===== src/rtl/spi_pkg.sv =====
// Shared definitions for the SPI master: state encoding, mode bit positions,
// mode constants and per-byte edge count.
package spi_pkg;

  // Controller states. WAIT keeps cs_n low between bytes of a burst.
  typedef enum logic [2:0] {
    ST_IDLE  = 3'd0,
    ST_SETUP = 3'd1,
    ST_SHIFT = 3'd2,
    ST_WAIT  = 3'd3,
    ST_HOLD  = 3'd4,
    ST_GAP   = 3'd5
  } spi_state_t;

  // Bit positions inside the 2-bit mode word.
  localparam int CPOL_BIT = 1;
  localparam int CPHA_BIT = 0;

  // The four standard SPI modes as {CPOL, CPHA}.
  localparam logic [1:0] MODE0 = 2'b00;
  localparam logic [1:0] MODE1 = 2'b01;
  localparam logic [1:0] MODE2 = 2'b10;
  localparam logic [1:0] MODE3 = 2'b11;

  // Every byte is framed by exactly this many sclk transitions.
  localparam logic [4:0] EDGES_PER_BYTE = 5'd16;

endpackage


===== src/rtl/spi_sclk_gen.sv =====
// Half-period timer for the SPI master. While run is high it emits a one-cycle
// strobe every half_div clocks and tracks which sclk edge (1..16) the next
// strobe represents. Dropping run parks the timer so the first strobe after
// re-entry lands exactly half_div cycles later.
module spi_sclk_gen
  import spi_pkg::*;
#(
  parameter int half_div = 4
) (
  input  logic       clk,
  input  logic       rst,
  input  logic       run,
  output logic       edge_stb,
  output logic [4:0] edge_idx,
  output logic       edges_done
);

  localparam int CW = (half_div > 2) ? $clog2(half_div) : 1;
  localparam logic [CW-1:0] RELOAD = CW'(half_div - 1);

  logic [CW-1:0] cnt;
  logic [4:0]    edge_cnt;

  assign edge_stb   = run && (cnt == '0);
  assign edge_idx   = edge_cnt + 5'd1;
  assign edges_done = (edge_cnt == EDGES_PER_BYTE);

  // Down-counter with reload; edge count saturates at 16 so HOLD/GAP can keep
  // reusing the strobe without wrapping the index.
  always_ff @(posedge clk or posedge rst) begin
    if (rst) begin
      cnt      <= RELOAD;
      edge_cnt <= '0;
    end else if (!run) begin
      cnt      <= RELOAD;
      edge_cnt <= '0;
    end else if (cnt == '0) begin
      cnt <= RELOAD;
      if (edge_cnt != EDGES_PER_BYTE) edge_cnt <= edge_cnt + 5'd1;
    end else begin
      cnt <= cnt - 1'b1;
    end
  end

endmodule


===== src/rtl/spi_master_driver.sv =====
// Full-duplex single-chip-select SPI master. Takes bytes over ready/valid,
// drives cs_n/sclk/mosi from registers, and returns each received byte with a
// one-cycle rx_valid strobe. Bytes sent with tx_last=0 keep cs_n asserted so
// the next byte follows in the same frame.
module spi_master_driver
  import spi_pkg::*;
#(
  parameter logic [1:0] mode     = MODE0,
  parameter int         half_div = 4
) (
  input  logic       clk,
  input  logic       rst,
  input  logic [7:0] tx_data,
  input  logic       tx_last,
  input  logic       tx_valid,
  output logic       tx_ready,
  output logic [7:0] rx_data,
  output logic       rx_valid,
  output logic       sclk,
  output logic       mosi,
  input  logic       miso,
  output logic       cs_n
);

  localparam logic CPOL = mode[CPOL_BIT];
  localparam logic CPHA = mode[CPHA_BIT];

  spi_state_t state, state_nxt;

  logic [7:0] tx_sh;
  logic [7:0] rx_sh;
  logic       last_q;

  logic       run;
  logic       edge_stb;
  logic [4:0] edge_idx;
  logic       edges_done;
  logic       accept;
  logic       sclk_edge;
  logic       lead;
  logic       sample;
  logic       drive;

  // The timer runs whenever a half-period has to be measured; IDLE and WAIT
  // park it so SETUP always starts from a full half-period.
  assign run = (state == ST_SETUP) || (state == ST_SHIFT) ||
               (state == ST_HOLD)  || (state == ST_GAP);

  spi_sclk_gen #(.half_div(half_div)) u_sclk_gen (
    .clk        (clk),
    .rst        (rst),
    .run        (run),
    .edge_stb   (edge_stb),
    .edge_idx   (edge_idx),
    .edges_done (edges_done)
  );

  assign accept = tx_valid && tx_ready;

  // Edge 1 is the strobe that ends SETUP; edges 2..16 come from SHIFT.
  assign sclk_edge = edge_stb && !edges_done &&
                     ((state == ST_SETUP) || (state == ST_SHIFT));
  // Odd edges move sclk away from its idle level.
  assign lead   = edge_idx[0];
  assign sample = sclk_edge && (CPHA ? !lead : lead);
  // CPHA=0 launches bits on trailing edges but edge 16 closes the byte;
  // CPHA=1 launches on every leading edge, edge 1 re-driving bit 7.
  assign drive  = sclk_edge && (CPHA ? lead : (!lead && (edge_idx != EDGES_PER_BYTE)));

  // State register.
  always_ff @(posedge clk or posedge rst) begin
    if (rst) state <= ST_IDLE;
    else     state <= state_nxt;
  end

  // Next-state logic; tx_ready depends on state only.
  always_comb begin
    state_nxt = state;
    tx_ready  = 1'b0;
    case (state)
      ST_IDLE: begin
        tx_ready = 1'b1;
        if (tx_valid) state_nxt = ST_SETUP;
      end
      ST_SETUP: if (edge_stb)   state_nxt = ST_SHIFT;
      ST_SHIFT: if (edges_done) state_nxt = last_q ? ST_HOLD : ST_WAIT;
      ST_WAIT: begin
        tx_ready = 1'b1;
        if (tx_valid) state_nxt = ST_SETUP;
      end
      // The timer keeps running from edge 16, so HOLD ends one half-period
      // after the final edge.
      ST_HOLD:  if (edge_stb) state_nxt = ST_GAP;
      ST_GAP:   if (edge_stb) state_nxt = ST_IDLE;
      default:  state_nxt = ST_IDLE;
    endcase
  end

  // Shift registers, pin registers and receive strobe.
  always_ff @(posedge clk or posedge rst) begin
    if (rst) begin
      cs_n     <= 1'b1;
      sclk     <= CPOL;
      mosi     <= 1'b0;
      rx_data  <= 8'h00;
      rx_valid <= 1'b0;
      tx_sh    <= 8'h00;
      rx_sh    <= 8'h00;
      last_q   <= 1'b0;
    end else begin
      rx_valid <= 1'b0;
      if (accept) begin
        tx_sh  <= tx_data;
        last_q <= tx_last;
        mosi   <= tx_data[7];
        cs_n   <= 1'b0;
      end
      if (sclk_edge) sclk <= ~sclk;
      // miso is taken as it stands at the clock edge that moves sclk.
      if (sample) rx_sh <= {rx_sh[6:0], miso};
      if (drive) begin
        mosi  <= CPHA ? tx_sh[7] : tx_sh[6];
        tx_sh <= {tx_sh[6:0], 1'b0};
      end
      if ((state == ST_SHIFT) && edges_done) begin
        rx_valid <= 1'b1;
        rx_data  <= rx_sh;
      end
      if ((state == ST_HOLD) && edge_stb) cs_n <= 1'b1;
      if ((state == ST_GAP) && edge_stb)  mosi <= 1'b0;
    end
  end

endmodule


===== config.mk =====
export PLATFORM = sky130hd
export DESIGN_NAME = spi_master_driver
export DESIGN_NICKNAME = d
export VERILOG_FILES = /design/src/rtl/spi_pkg.sv /design/src/rtl/spi_sclk_gen.sv /design/src/rtl/spi_master_driver.sv
export SDC_FILE = /design/constraint.sdc
export NUM_CORES = 1
export LEC_CHECK = 0
export CAP_MARGIN = 20
export CORE_MARGIN = 10
export CORE_UTILIZATION = 60
export DETAILED_ROUTE_END_ITERATION = 7
export DONT_BUFFER_PORTS = 1
export PLACE_DENSITY = 0.83
export SETUP_SLACK_MARGIN = 0.5
export SLEW_MARGIN = 20
export SYNTH_ARGS = -nofsm -noshare
export SYNTH_HDL_FRONTEND = slang
export SYNTH_SLANG_ARGS = --single-unit
export TNS_END_PERCENT = 1

===== constraint.sdc =====
create_clock -name clk -period 4.2 [get_ports clk]
set_input_delay 0.63 -clock clk [delete_from_list [all_inputs] [get_ports clk]]
set_output_delay 0.63 -clock clk [all_outputs]
set_load 0.05 [all_outputs]

==> results of run 1 <==
final cells by class:
cell class	count	area share (%)
well taps	31	2.07
repair buffers	1	0.400
multi-input cells	96	41.5
clock buffers	6	2.73
flip-flops and latches	38	50.8
clock inverters	2	0.666
inverters	9	1.80
cell usage in the layout (no fill, tap or decap), drive strengths merged, types with 5 or more instances in the layout:
master,n
a21oi,6
inv,9
xor2,6
nand3,5
mux2,18
nor2,11
dfrtp,35
clkbuf,6
nand2,5
a221o,6
through the flow:
stage	area, um2	worst slack, ns	total power, uW	hold WS [ns]
final	1880	1.65	1120	0.297
after global routing	1880	1.50	1190	0.312
after CTS	1880	1.63	1130	0.303
after detailed placement	1810	1.98	930	0.460
after global placement	1810	2.03	904	0.459
after floorplan	1810	2.22	859	0.446
critical path, cell delays in order (launching register included):
cell and delay, ns:
dfrtp_1 0.70, xor2_1 0.17, nor2_1 0.71
state kept, by name, summed over array words and instances (netlist names):
register,flops
last_q,1
u_sclk_gen.edge_cnt,5
tx_sh,7
rx_data,8
rx_valid,1
cs_n,1
rx_sh,8
u_sclk_gen.cnt,2
state,3
mosi,1
sclk,1
kinds of logic (layout without fill, tap and decap cells):
kind of cell	Yosys count	count (layout)	share of synthesized area, %
xor gates and xnor gates	8	8	4.29
buffers and inverters	15	18	4.15
DFF	38	38	52.8
adders and majority gates	3	3	2.07
and+or+nand+nor	44	44	15.6
AOI/OAI and AO/OA	21	21	8.85
muxes	20	20	12.3
power groups by stage:
stage / logic [uW] / clock network (uW) / registers, uW
final: 322 / 199 / 600
after global routing: 358 / 218 / 615
after CTS: 329 / 203 / 601
after global placement: 304 / 0 / 600
after detailed placement: 325 / 0 / 606
after floorplan: 294 / 0 / 565
worst min path at each step:
stage / cells past startpoint / end
floorplan: 1 / u_sclk_gen.cnt[0]
global placement: 1 / u_sclk_gen.cnt[0]
detailed placement: 1 / u_sclk_gen.cnt[0]
CTS: 2 / sclk
global route: 2 / sclk
finish: 2 / u_sclk_gen.edge_cnt[0]
metal layers:
layer | wire (um) | share of wire (%)
met4 | 33 | 0.97
met3 | 210 | 6.2
met2 | 1770 | 52
met1 | 1390 | 41
met5 | 0 | 0
cell usage after synthesis, types with 2 or more instances:
library cell / number
a221o_1: 6
buf_2: 3
and3_2: 4
o21ai_0: 2
nand2b_1: 3
nor2b_1: 2
buf_6: 2
mux2_2: 14
inv_1: 9
mux2_1: 4
a21oi_1: 5
nand3_1: 4
mux2i_1: 2
dfstp_2: 3
nor2_1: 10
ha_1: 3
nand2_1: 5
and2_1: 3
xor2_1: 6
nand4_1: 2
dfrtp_1: 35
==> impl_metrics.env, run 1 <==
export IMPL_run_status="completed"
export IMPL_route_antenna_remaining_nets=0
export IMPL_cts_root_buf="clkbuf_4"
export IMPL_synth_edff_count=0
export IMPL_yosysTopAreaCell="dfrtp_1"
export IMPL_fp_dieW_um=74.9
export IMPL_switching_share_pct=37.6
export IMPL_avgRoutedWirePerCell_um=18.6
export IMPL_n_antenna_cell=0
export IMPL_crit_fanout=14
export IMPL_fin_worst_skew_ns=0.00212
export IMPL_htree_levels=2
export IMPL_cp_required_ns=3.57
export IMPL_max_slew_margin_rel_pct=40.5
export IMPL_cts_tree="built"
export IMPL_syn_num_nets=165
export IMPL_clock_path_buffers=2
export IMPL_dr_pass1_iters=4
export IMPL_fmaxAchievable_mhz=392
export IMPL_ys_seq_area_share_pct=52.8
export IMPL_syn_inst=149
export IMPL_rrSetupSlack_ns=1.95
export IMPL_place_hpwl_um=2470
export IMPL_grt_ovfl_total=0
export IMPL_cts_buffers_inserted=5
export IMPL_seq_area_um2=955
export IMPL_critical_path_startpoint_type="register"
export IMPL_critPathCapture="tx_ready"
export IMPL_cts_sinks=38
export IMPL_post_cts_setup_buffers=0
export IMPL_wl_um=3400
export IMPL_async_flop_share_pct=100
export IMPL_met2_usage_pct=21.1
export IMPL_grt_pass1_wl_um=5350
export IMPL_cts_resized=0
export IMPL_final_core_util_pct=66.4
export IMPL_io_buffers=0
export IMPL_dr_total_vias=1131
export IMPL_holdCritPathClass="in2async"
export IMPL_synth_seq_cells=38
export IMPL_critPathLaunch="state[1]"
export IMPL_syn_area_um2=1810
export IMPL_setup_viol=0
export IMPL_synth_top_area_share_pct=48.4
export IMPL_antenna_found_initial=0
export IMPL_busiest_layer="met2"
export IMPL_r2r_cells=6
export IMPL_die_h_um=74.9
export IMPL_slew_viol_final=0
export IMPL_core_area_um2=2830
export IMPL_met1_usage_pct=13.9
export IMPL_route_detailed_drc=0
export IMPL_drt_iter0_markers=67
export IMPL_final_cell_count_no_fill=183
export IMPL_rsz0062_at_grt="no"
export IMPL_rr_endpoint="rx_sh[6]"
export IMPL_num_io_pins=26
export IMPL_initial_core_util_pct=64.0
export IMPL_post_drt_via_cell_ratio=6.18
export IMPL_setup_tns_final_ns=0
export IMPL_ctsHoldBuffers=0
export IMPL_rows=19
export IMPL_ir_worst_vdd_mv=0.271
export IMPL_p_per_area_nw_per_um2=597
export IMPL_use_met3_pct=4.34
export IMPL_yosys_cell_types_count=43
export IMPL_arrival_ns=1.92
export IMPL_power_frac_clock_pct=17.7
export IMPL_drive_above_1_share_pct=25.0
export IMPL_clk_latency_ns=0.34
export IMPL_syn2layout_area_growth_pct=3.80
export IMPL_clk_pin_slew_ns=0.11
export IMPL_worstSetupPathType="reg2out"
export IMPL_leakagePower_uw=0.000881
export IMPL_gp_congestion=0.792
export IMPL_seqPwrFrac_pct=53.5
export IMPL_syn_avg_cell_area_um2=12.1
export IMPL_dp_cells=175
export IMPL_yosysWarnings=0
export IMPL_fin_crit_sh_pct=60.8
export IMPL_multi_input_area_um2=779
export IMPL_worst_slew_pin_slew_ns=0.889
export IMPL_grt_start_max_net_pins=39
export IMPL_grtUsageTotal_pct=12.4
export IMPL_crit_path_end_kind="output pin"
export IMPL_fin_crit_ns=2.55
export IMPL_hold_viol=0
export IMPL_maxCapViolations=0
export IMPL_nFillCells=199
export IMPL_p_sw_uw=421
export IMPL_dieArea_um2=5610
export IMPL_synthTopCellsByArea="dfrtp_1 (48%), mux2_2 (8.7%), dfstp_2 (4.4%)"
export IMPL_p_comb_share_pct=28.8
export IMPL_synthFlopType="dfrtp_1"
export IMPL_p_int_uw=700
export IMPL_grt_pass1_vias=1128
export IMPL_nets=167
export IMPL_reg2reg_from="u_sclk_gen.edge_cnt[0]"
No activity file was read; power rests on OpenSTA's default activity.
==> run 2: changes to the inputs <==
==> constraint.sdc (replaced) <==
create_clock -name clk -period 2.5 [get_ports clk]
set_input_delay 0.375 -clock clk [delete_from_list [all_inputs] [get_ports clk]]
set_output_delay 0.375 -clock clk [all_outputs]
set_load 0.05 [all_outputs]
==> run 2 against run 1 <==
  * The run now ends with hold timing left
  * Hold slack got worse by 0.31 ns
  * Sequential share of layout area decreased by 1.8 points
  * Sequential power increased by 65%
  * Utilization increased by 2.4 points
  * Cell count increased by 3.3%
  * Clock-buffer cell count unchanged
  * Flip-flop and latch count unchanged
  * Combinational power increased by 90%
  * Power increased by 73%
  * Clock skew increased by 0.00089 ns
  * Critical endpoint is now rx_sh[6]
  * Largest power group unchanged
==> impl_metrics.env, run 2 (synthesized netlist as in run 1, its figures left out) <==
export IMPL_cts_tree="built"
export IMPL_clk_latency_ns=0.35
export IMPL_setup_tns_final_ns=0
export IMPL_final_cell_count_no_fill=189
export IMPL_rsz0062_at_grt="no"
export IMPL_arrival_ns=2.14
export IMPL_crit_fanout=8
export IMPL_dp_cells=177
export IMPL_worstSetupPathType="reg2reg"
export IMPL_fin_area_um2=1950
export IMPL_clock_path_buffers=2
export IMPL_worst_slew_pin_slew_ns=0.664
export IMPL_clk_pin_slew_ns=0.11
export IMPL_n_antenna_cell=0
export IMPL_placed_cell_area_um2=1830
export IMPL_cp_required_ns=2.75
export IMPL_final_cell_mix="dfrtp_1 (35), mux2_2 (14), nor2_1 (10)"
export IMPL_post_drt_via_cell_ratio=5.99
export IMPL_htree_levels=2
export IMPL_largestRegisters="rx_data: 8 flops, rx_sh: 8 flops, tx_sh: 7 flops"
export IMPL_critical_path_startpoint_type="register"
export IMPL_crit_path_end_kind="register"
export IMPL_hold_slack_ns=-0.0105
export IMPL_rows=19
export IMPL_dr_total_vias=1133
export IMPL_rrSetupSlack_ns=0.61
export IMPL_fmaxAchievable_mhz=528
export IMPL_route_detailed_drc=0
export IMPL_grt_start_max_net_pins=22
export IMPL_dr_pass1_iters=4
export IMPL_avgRoutedWirePerCell_um=18.0
export IMPL_rr_endpoint="rx_sh[6]"
export IMPL_hold_viol=17
export IMPL_fin_crit_ns=1.89
export IMPL_setup_viol=0
export IMPL_leakagePower_uw=0.000916
export IMPL_route_antenna_remaining_nets=0
export IMPL_slew_viol_final=0
export IMPL_place_hpwl_um=2510
export IMPL_wl_um=3400
export IMPL_cts_root_buf="clkbuf_4"
export IMPL_r2r_cells=6
export IMPL_drt_iter0_markers=31
export IMPL_grt_ovfl_total=0
export IMPL_reg2reg_from="u_sclk_gen.edge_cnt[0]"
export IMPL_initial_core_util_pct=64.0
export IMPL_drive_above_1_share_pct=29.7
export IMPL_max_slew_margin_rel_pct=55.7
export IMPL_fp_dieW_um=74.9
export IMPL_dieArea_um2=5610
export IMPL_grt_pass1_vias=1146
export IMPL_io_buffers=0
export IMPL_nets=173
export IMPL_grt_pass1_wl_um=5560
export IMPL_die_h_um=74.9
export IMPL_fin_crit_sh_pct=75.7
export IMPL_syn2layout_area_growth_pct=7.54
export IMPL_failed_checks="hold timing"
export IMPL_p_per_area_nw_per_um2=996
export IMPL_grtUsageTotal_pct=13.3
export IMPL_fin_worst_skew_ns=0.00301
export IMPL_antenna_found_initial=0
export IMPL_num_io_pins=26
export IMPL_run_status="complete, but fails checks"
export IMPL_ir_worst_vdd_mv=0.537
export IMPL_nFillCells=202
export IMPL_final_common_cell="dfrtp_1"
export IMPL_cts_sinks=38
export IMPL_core_area_um2=2830
export IMPL_cts_buffers_inserted=5
export IMPL_maxCapViolations=0
export IMPL_critPathLaunch="u_sclk_gen.edge_cnt[0]"
export IMPL_holdCritPathClass="in2async"
export IMPL_gp_congestion=0.855
==> run 2: power by group <==
part | internal [uW] | switching [uW]
combinational | 284 | 328
sequential | 795 | 193
clock | 135 | 201
==> run 2: per-stage QoR <==
step / worst slack [ns] / hold slack (ns) / utilization, % / total power, uW
6_report: 0.607 / -0.0105 / 68.8 / 1940
3_3_place_gp: 0.381 / 0.370 / 64.7 / 1540
5_1_grt: 0.506 / 0.0188 / 68.8 / 2070
2_1_floorplan: 0.613 / 0.446 / - / 1440
4_1_cts: 0.517 / 0.00430 / 68.0 / 1950
3_5_place_dp: 0.307 / 0.402 / 64.7 / 1580
==> run 2: layer usage <==
metal / up-vias / GRT usage, % / wire (um)
met5: - / 0 / 0
met4: 0 / 5.46 / 83
met3: 8 / 7.23 / 289
met2: 34 / 21.4 / 1660
met1: 549 / 14.3 / 1370
li1: 542 / - / -
==> run 2: layout make-up <==
type / count / area, um2 / area share (%)
flip-flops and latches: 38 / 955 / 49.1
multi-input cells: 96 / 802 / 41.2
repair buffers: 7 / 52.6 / 2.70
clock buffers: 6 / 51.3 / 2.64
well taps: 31 / 38.8 / 1.99
inverters: 9 / 33.8 / 1.74
clock inverters: 2 / 12.5 / 0.643
==> run 2: repair_timing <==
| item | 4_1_cts | 5_1_grt |
|---|---|---|
| gates resized for setup | 5 | 2 |
| buffers inserted | 2 | 2 |
| cloned | 0 | 0 |
| hold buffers | 0 | 0 |
| endpoints found under the setup margin | 14 | 13 |
| endpoints found under the hold margin | 0 | 0 |
| pin swaps | 3 | 2 |
==> run 2: how the worst max path moves through the flow <==
stage,slack [ns],endpoint,depth (start not counted)
after floorplan,0.61,rx_sh[3],8
after global placement,0.38,rx_sh[5],6
after detailed placement,0.31,rx_sh[6],6
after CTS,0.52,tx_sh[4],6
after global routing,0.51,tx_sh[4],6
final,0.61,rx_sh[6],6
==> run 2: worst max-delay path: stages, from the launching register on <==
cell and delay (ns):
dfrtp_1 0.37, inv_1 0.08, ha_1 0.22, and4bb_4 0.23
nor4_4 0.29, and2_4 0.26, mux2_2 0.35
